==> src/rtl/instr_decode_reg.sv <==
// i281 instruction register plus one-hot opcode decoder. The decode is taken
// straight from instr_in and registered on the same edge that latches the IR.
module instr_decode_reg #(
    parameter int          COUNT_WIDTH = 16,
    parameter logic [26:0] NOOP_WORD   = 27'd1
) (
    input  logic                   clock,
    input  logic                   reset,
    input  logic                   ir_load,
    input  logic                   flush,
    input  logic [15:0]            instr_in,
    output logic [26:0]            opcode_out,
    output logic [7:0]             imm_out,
    output logic [15:0]            ir_out,
    output logic                   decoded_valid,
    output logic                   illegal,
    output logic [COUNT_WIDTH-1:0] fetch_count
);

    logic [15:0]            ir_q, ir_d;
    logic [26:0]            op_q, op_d;
    logic                   vld_q, vld_d;
    logic                   ill_q, ill_d;
    logic [COUNT_WIDTH-1:0] cnt_q, cnt_d;

    logic [3:0]  opc;
    logic [1:0]  rx, ry;
    logic [22:0] dec_hot;
    logic        dec_legal;

    assign opc = instr_in[15:12];
    assign rx  = instr_in[11:10];
    assign ry  = instr_in[9:8];

    // Families 0001, 1100 and 1111 reuse RY/RX as sub-opcodes.
    always_comb begin
        dec_hot   = '0;
        dec_legal = 1'b1;
        unique case (opc)
            4'h0: dec_hot[0] = 1'b1;
            4'h1: begin
                unique case (ry)
                    2'd0: dec_hot[1] = 1'b1;
                    2'd1: dec_hot[2] = 1'b1;
                    2'd2: dec_hot[3] = 1'b1;
                    default: dec_hot[4] = 1'b1;
                endcase
            end
            4'h2: dec_hot[5]  = 1'b1;
            4'h3: dec_hot[6]  = 1'b1;
            4'h4: dec_hot[7]  = 1'b1;
            4'h5: dec_hot[8]  = 1'b1;
            4'h6: dec_hot[9]  = 1'b1;
            4'h7: dec_hot[10] = 1'b1;
            4'h8: dec_hot[11] = 1'b1;
            4'h9: dec_hot[12] = 1'b1;
            4'hA: dec_hot[13] = 1'b1;
            4'hB: dec_hot[14] = 1'b1;
            4'hC: begin
                unique case (ry)
                    2'd0: dec_hot[15] = 1'b1;
                    2'd1: dec_hot[16] = 1'b1;
                    default: dec_legal = 1'b0;
                endcase
            end
            4'hD: dec_hot[17] = 1'b1;
            4'hE: dec_hot[18] = 1'b1;
            default: begin
                unique case (rx)
                    2'd0: dec_hot[19] = 1'b1;
                    2'd1: dec_hot[20] = 1'b1;
                    2'd2: dec_hot[21] = 1'b1;
                    default: dec_hot[22] = 1'b1;
                endcase
            end
        endcase
    end

    // A load overrides a simultaneous flush: the new word is valid.
    always_comb begin
        ir_d  = ir_q;
        op_d  = op_q;
        vld_d = vld_q;
        ill_d = ill_q;
        cnt_d = cnt_q;
        if (ir_load) begin
            ir_d  = instr_in;
            op_d  = dec_legal ? {rx, ry, dec_hot} : NOOP_WORD;
            ill_d = ill_q | ~dec_legal;
            vld_d = 1'b1;
            cnt_d = cnt_q + 1'b1;
        end else if (flush) begin
            op_d  = NOOP_WORD;
            vld_d = 1'b0;
        end
    end

    always_ff @(posedge clock) begin
        if (reset) begin
            ir_q  <= '0;
            op_q  <= NOOP_WORD;
            vld_q <= 1'b0;
            ill_q <= 1'b0;
            cnt_q <= '0;
        end else begin
            ir_q  <= ir_d;
            op_q  <= op_d;
            vld_q <= vld_d;
            ill_q <= ill_d;
            cnt_q <= cnt_d;
        end
    end

    assign ir_out        = ir_q;
    assign imm_out       = ir_q[7:0];
    assign opcode_out    = op_q;
    assign decoded_valid = vld_q;
    assign illegal       = ill_q;
    assign fetch_count   = cnt_q;

endmodule

==> config.mk <==
export PLATFORM = sky130hd
export DESIGN_NAME = instr_decode_reg
export DESIGN_NICKNAME = d
export VERILOG_FILES = /design/src/rtl/instr_decode_reg.sv
export SDC_FILE = /design/constraint.sdc
export NUM_CORES = 1
export LEC_CHECK = 0
export ABC_AREA = 0
export BUFFER_PORTS_ARGS = -buffer_cell sky130_fd_sc_hd__clkbuf_2
export CAP_MARGIN = 20
export CELL_PAD_IN_SITES_DETAIL_PLACEMENT = 1
export CELL_PAD_IN_SITES_GLOBAL_PLACEMENT = 1
export CORE_MARGIN = 2
export CORE_UTILIZATION = 38
export CTS_BUF_LIST = sky130_fd_sc_hd__clkbuf_8
export DETAILED_ROUTE_END_ITERATION = 10
export PLACE_DENSITY_LB_ADDON = 0.2
export SETUP_SLACK_MARGIN = 0.02
export SYNTH_ARGS = -nofsm -noshare
export SYNTH_HDL_FRONTEND = slang
export SYNTH_SLANG_ARGS = --single-unit
==> constraint.sdc <==
create_clock -name clock -period 2 [get_ports clock]
set_input_delay 0.4 -clock clock [delete_from_list [all_inputs] [get_ports clock]]
set_output_delay 0.4 -clock clock [all_outputs]
set_load 0.05 [all_outputs]
* After elaboration in Yosys (flattened, before gate mapping)
Cells that the tools add are included.
** Word-level totals
- Flip-flop bits (word level) :: 61
- Input bits :: 20
- Output and inout port bits :: 69
- Logic and storage cells :: 65
** Cells by class
- Add/sub/neg operators :: 1
- Eq/ne operators :: 18
- Multiplexer cells :: 31
- Bitwise gates (word level) :: 2
- Reduce and logical (&&, ||, !) cells :: 8
** Operator list (number)
- 27-bit two-way mux :: 3
- 4-bit equality test (second input constant) :: 7
- 1-bit two-way mux :: 25
- 16-bit by 1-bit adder with 16-bit output (second input constant) :: 1
- 4-bit by 3-bit equality test with 1-bit output (second input constant) :: 4
- 15-bit OR reduction :: 1
- 4-bit by 2-bit equality test with 1-bit output (second input constant) :: 2
- 4-bit two-way mux :: 2
- 3-bit OR reduction :: 2
- 2-bit by 1-bit equality test with 1-bit output (second input constant) :: 2
- 2-bit equality test (second input constant) :: 2
- 4-bit by 1-bit equality test with 1-bit output (second input constant) :: 1
- 2-bit zero test :: 2
- 4-bit zero test :: 1
- 2-bit two-way mux :: 1
- 2-bit nonzero test :: 1
- 2-bit OR reduction :: 1
- 1-bit inverter :: 1
- 1-bit bitwise OR :: 1

* Longest topological paths before layout
- Word-level depth :: 6
- Depth in mapped cells :: 6
- Gate-level depth less buffers :: 4

* Least setup slack after synthesis
OpenSTA, ideal clock, no wires.
- Path type :: register to register
- Start :: register cnt_q[3], in the netlist fetch_count[3]
- End :: register cnt_q[14], in the netlist fetch_count[14]
- Library setup time :: 123 ps
- Arrival :: 1726 ps
- Data required time :: 1877 ps
- Setup slack :: 151 ps
- Cell stages (with the launch flop) :: 5
- Buffers on the path :: 1
- Period minus slack after synthesis :: 1849 ps
- Path through :: dfxtp_1 nand4_2 buf_6 nor4_1 mux2_1
** On the way
- Longest elaborated chain between the ends :: 1
** RTL lines
- from (decl) :: RTL line 24 : logic [COUNT_WIDTH-1:0] cnt_q, cnt_d;
- from (signal assigned) :: RTL line 110 : cnt_q <= cnt_d;
- 16-bit by 1-bit adder with 16-bit output :: RTL line 91 : cnt_d = cnt_q + 1'b1;
No other way between the ends.
A chain may end at the register's enable or synchronous reset.

* Worst setup path after layout
- Start :: register cnt_q[3], in the netlist fetch_count[3]
- End :: register cnt_q[10], in the netlist fetch_count[10]
Same word-level chain as after synthesis.

==> impl_metrics.env <==
export IMPL_synth_cells=274
export IMPL_whs_path_depth=3
export IMPL_worstSetupStartpointType="flip-flop"
export IMPL_p_int_mw=2.10
export IMPL_cts_resized=0
export IMPL_arrival_ns=1.99
export IMPL_antenna_found_initial=0
export IMPL_wl_per_cell_um=15.4
export IMPL_p_leak_nw=1.45
export IMPL_p_switching_uw=773
export IMPL_grt_util_met1=0.244
export IMPL_core_area_um2=6420
export IMPL_die_h_um=85.9
export IMPL_hold_viol_final=0
export IMPL_grt_pass1_wl_mm=10.9
export IMPL_required_ns=2.21
export IMPL_crit_end="fetch_count[10]"
export IMPL_drive_above_1_share=0.332
export IMPL_rsz0062_at_grt="false"
export IMPL_rr_endpoint="fetch_count[10]"
export IMPL_ys_seq_area_frac=0.479
export IMPL_ys_ff_latch=61
export IMPL_htree_levels=3
export IMPL_power_density_nw_per_um2=899
export IMPL_cts_root_buf="clkbuf_8"
export IMPL_rr_startpoint="fetch_count[3]"
export IMPL_synth_xor_area_frac=0.0138
export IMPL_synthSimpleGateAreaFrac=0.234
export IMPL_grtUsageTotal=0.188
export IMPL_relSlewSlack=0.739
export IMPL_netlist_area_um2=2550
export IMPL_vias_per_cell=5.20
export IMPL_ys_flop_type="dfxtp_1"
export IMPL_switching_share=0.269
export IMPL_placed_area_um2=2970
export IMPL_cts_sinks=61
export IMPL_regArea_um2=1220
export IMPL_grt_use_met2=0.285
export IMPL_hp_class="input port to flip-flop"
export IMPL_grt_max_degree=31
export IMPL_slowest_delay_ns=0.47
export IMPL_design_area_um2=3200
export IMPL_fillCellCount=800
export IMPL_tns_ns=0
export IMPL_io_buffers=88
export IMPL_peakVddDrop_mv=0.376
export IMPL_clock_latency_ns=0.33
export IMPL_grt_busiest_layer="met2"
export IMPL_path_clk_slew_ns=0.07
export IMPL_io_pins=89
export IMPL_dieArea_um2=7370
export IMPL_totalWireLength_mm=6.70
export IMPL_finClkSkew_ns=0.00664
export IMPL_die_w_um=85.9
export IMPL_antenna_left=0
export IMPL_cts_made_buffers=9
export IMPL_cts_tree="yes"
export IMPL_ctsLongestPathBuffers=2
export IMPL_max_freq_ghz=0.564
export IMPL_hpwl_mm=4.63
export IMPL_violations="DRC"
export IMPL_rows=29
export IMPL_fin_crit_sh=0.886
export IMPL_synthMuxAreaShare=0.0776
export IMPL_synth_area_per_cell_um2=9.30
export IMPL_setup_viol=0
export IMPL_cp_end_kind="flip-flop"
export IMPL_syn_to_final_growth_pct=25.4
export IMPL_worst_pin_slew_ns=0.389
export IMPL_dr_pass1_iters=9
export IMPL_fin_util=0.498
export IMPL_cp_slowest_cell="nor4_1"
export IMPL_drc=4
export IMPL_critPathMaxFanout=14
export IMPL_antenna_cells=0
export IMPL_initial_core_util=0.397
export IMPL_synth_top_family_by_area="simple AND/OR/NAND/NOR gates"
export IMPL_ctsHoldBuffers=0
export IMPL_gp_congestion=0.719
export IMPL_run_status="finished, violations left"
export IMPL_synthAdderAreaFrac=0.00491
export IMPL_period_needed_ns=1.77
export IMPL_cap_violations=0
export IMPL_async_flop_share=0
export IMPL_synth_nets=295
export IMPL_grt_util_met3=0.0683
export IMPL_synth_compound_area_frac=0.122
export IMPL_cp_cell_sequence="nand4_2 > nor4_1 > mux2_2"
export IMPL_multi_input_area_um2=1150
export IMPL_layout_nets=374
export IMPL_slew_violations=0
export IMPL_cts_setup_buffers=0
export IMPL_clkPwrFrac=0.430
export IMPL_rrSetupSlack_ns=0.23
export IMPL_rr_worst_depth=3
export IMPL_gr_total_overflow=0
export IMPL_dr_total_vias=2262
export IMPL_grt_pass1_vias=2218
export IMPL_crit_start="fetch_count[3]"
export IMPL_pwr_share_comb=0.126
export IMPL_drtIter0Drc=82
export IMPL_synth_distinct_cells=44
export IMPL_worstSetupPathType="flip-flop to flip-flop"
export IMPL_synth_edf_count=0
export IMPL_seq_power_share=0.443
export IMPL_yosys_warnings=0
[final cells by class]
| type | count | area share |
|---|---|---|
| clock inverter | 5 | 0.0231 |
| sequential | 61 | 0.382 |
| inverter | 4 | 0.00470 |
| clock buffer | 11 | 0.0474 |
| multi-input combinational | 183 | 0.361 |
| timing repair buffer | 94 | 0.152 |
| tap | 77 | 0.0301 |
[placed cells by master (no fill, tap or decap), types with 6 or more instances in the layout]
| cell | synthesis | layout |
|---|---|---|
| a21oi_1 | 18 | 18 |
| a22oi_1 | 12 | 12 |
| dfxtp_1 | 61 | 61 |
| clkbuf_8 | 0 | 11 |
| buf_4 | 10 | 6 |
| nor2b_1 | 8 | 8 |
| nor2_1 | 44 | 44 |
| nand4_1 | 6 | 6 |
| mux2i_1 | 13 | 13 |
| clkbuf_2 | 0 | 88 |
| nand2_1 | 22 | 22 |
[routing by layer]
metal / wire (µm) / vias up
met5: 0 / -
met1: 3050 / 1076
met4: 64 / 0
met3: 483 / 6
met2: 3100 / 71
li1: - / 1109
[through the flow]
step	setup slack [ns]	instances	hold slack, ns	power (mW)
after global placement	0.383	419	0.446	1.66
after detailed placement	0.281	419	0.446	1.67
after floorplan	0.151	274	0.547	1.58
after CTS	0.207	435	0.294	2.91
final	0.227	435	0.305	2.87
after global routing	0.0229	435	0.295	2.98
[state kept, by name (all words and copies together) (netlist names)]
register / count
ir_out: 16
opcode_out: 27
fetch_count: 16
illegal: 1
decoded_valid: 1
[power groups by stage]
stage               Combinational, mW  Clock [mW]  Sequential (mW)
finish                          0.363        1.24             1.27
CTS                             0.368        1.26             1.27
floorplan                       0.166           0             1.42
global route                    0.387        1.32             1.28
global placement                0.361           0             1.30
detailed placement              0.366           0             1.30
[cell families after synthesis]
family / count (synthesis)
AO/OA/AOI/OAI: 47
AND/OR/NAND/NOR: 112
XOR/XNOR: 4
multiplexers: 19
buffers and inverters: 30
adder cells (fa/ha/maj): 1
flip-flops: 61
[synthesized netlist by cell type, types with 4 or more instances]
cell,n,area share
mux2i_1,13,0.051
clkbuf_1,5,0.0074
o31ai_1,4,0.012
a32oi_1,4,0.014
nand4_1,6,0.015
nor2b_1,8,0.020
buf_2,7,0.014
dfxtp_1,61,0.48
or3_1,4,0.0098
nand2_1,22,0.032
buf_4,10,0.029
nor4_1,5,0.012
a21oi_1,18,0.035
nor2_1,44,0.065
a22oi_1,12,0.035
or4_1,5,0.015
mux2_2,4,0.018
[worst min-delay path by stage]
stage,from,endpoint
2_1_floorplan,instr_in[0],ir_out[0]
3_3_place_gp,opcode_out[4],opcode_out[4]
3_5_place_dp,opcode_out[19],opcode_out[19]
4_1_cts,instr_in[3],ir_out[3]
5_1_grt,instr_in[1],ir_out[1]
6_report,instr_in[0],ir_out[0]
[worst max-delay path: cells and delay by family, from the launching register on]
kind	cells	cell delay, ns
AND/OR/NAND/NOR	2	0.83
flip-flops	1	0.44
multiplexers	1	0.39
No activity file was read; power rests on OpenSTA's default activity.
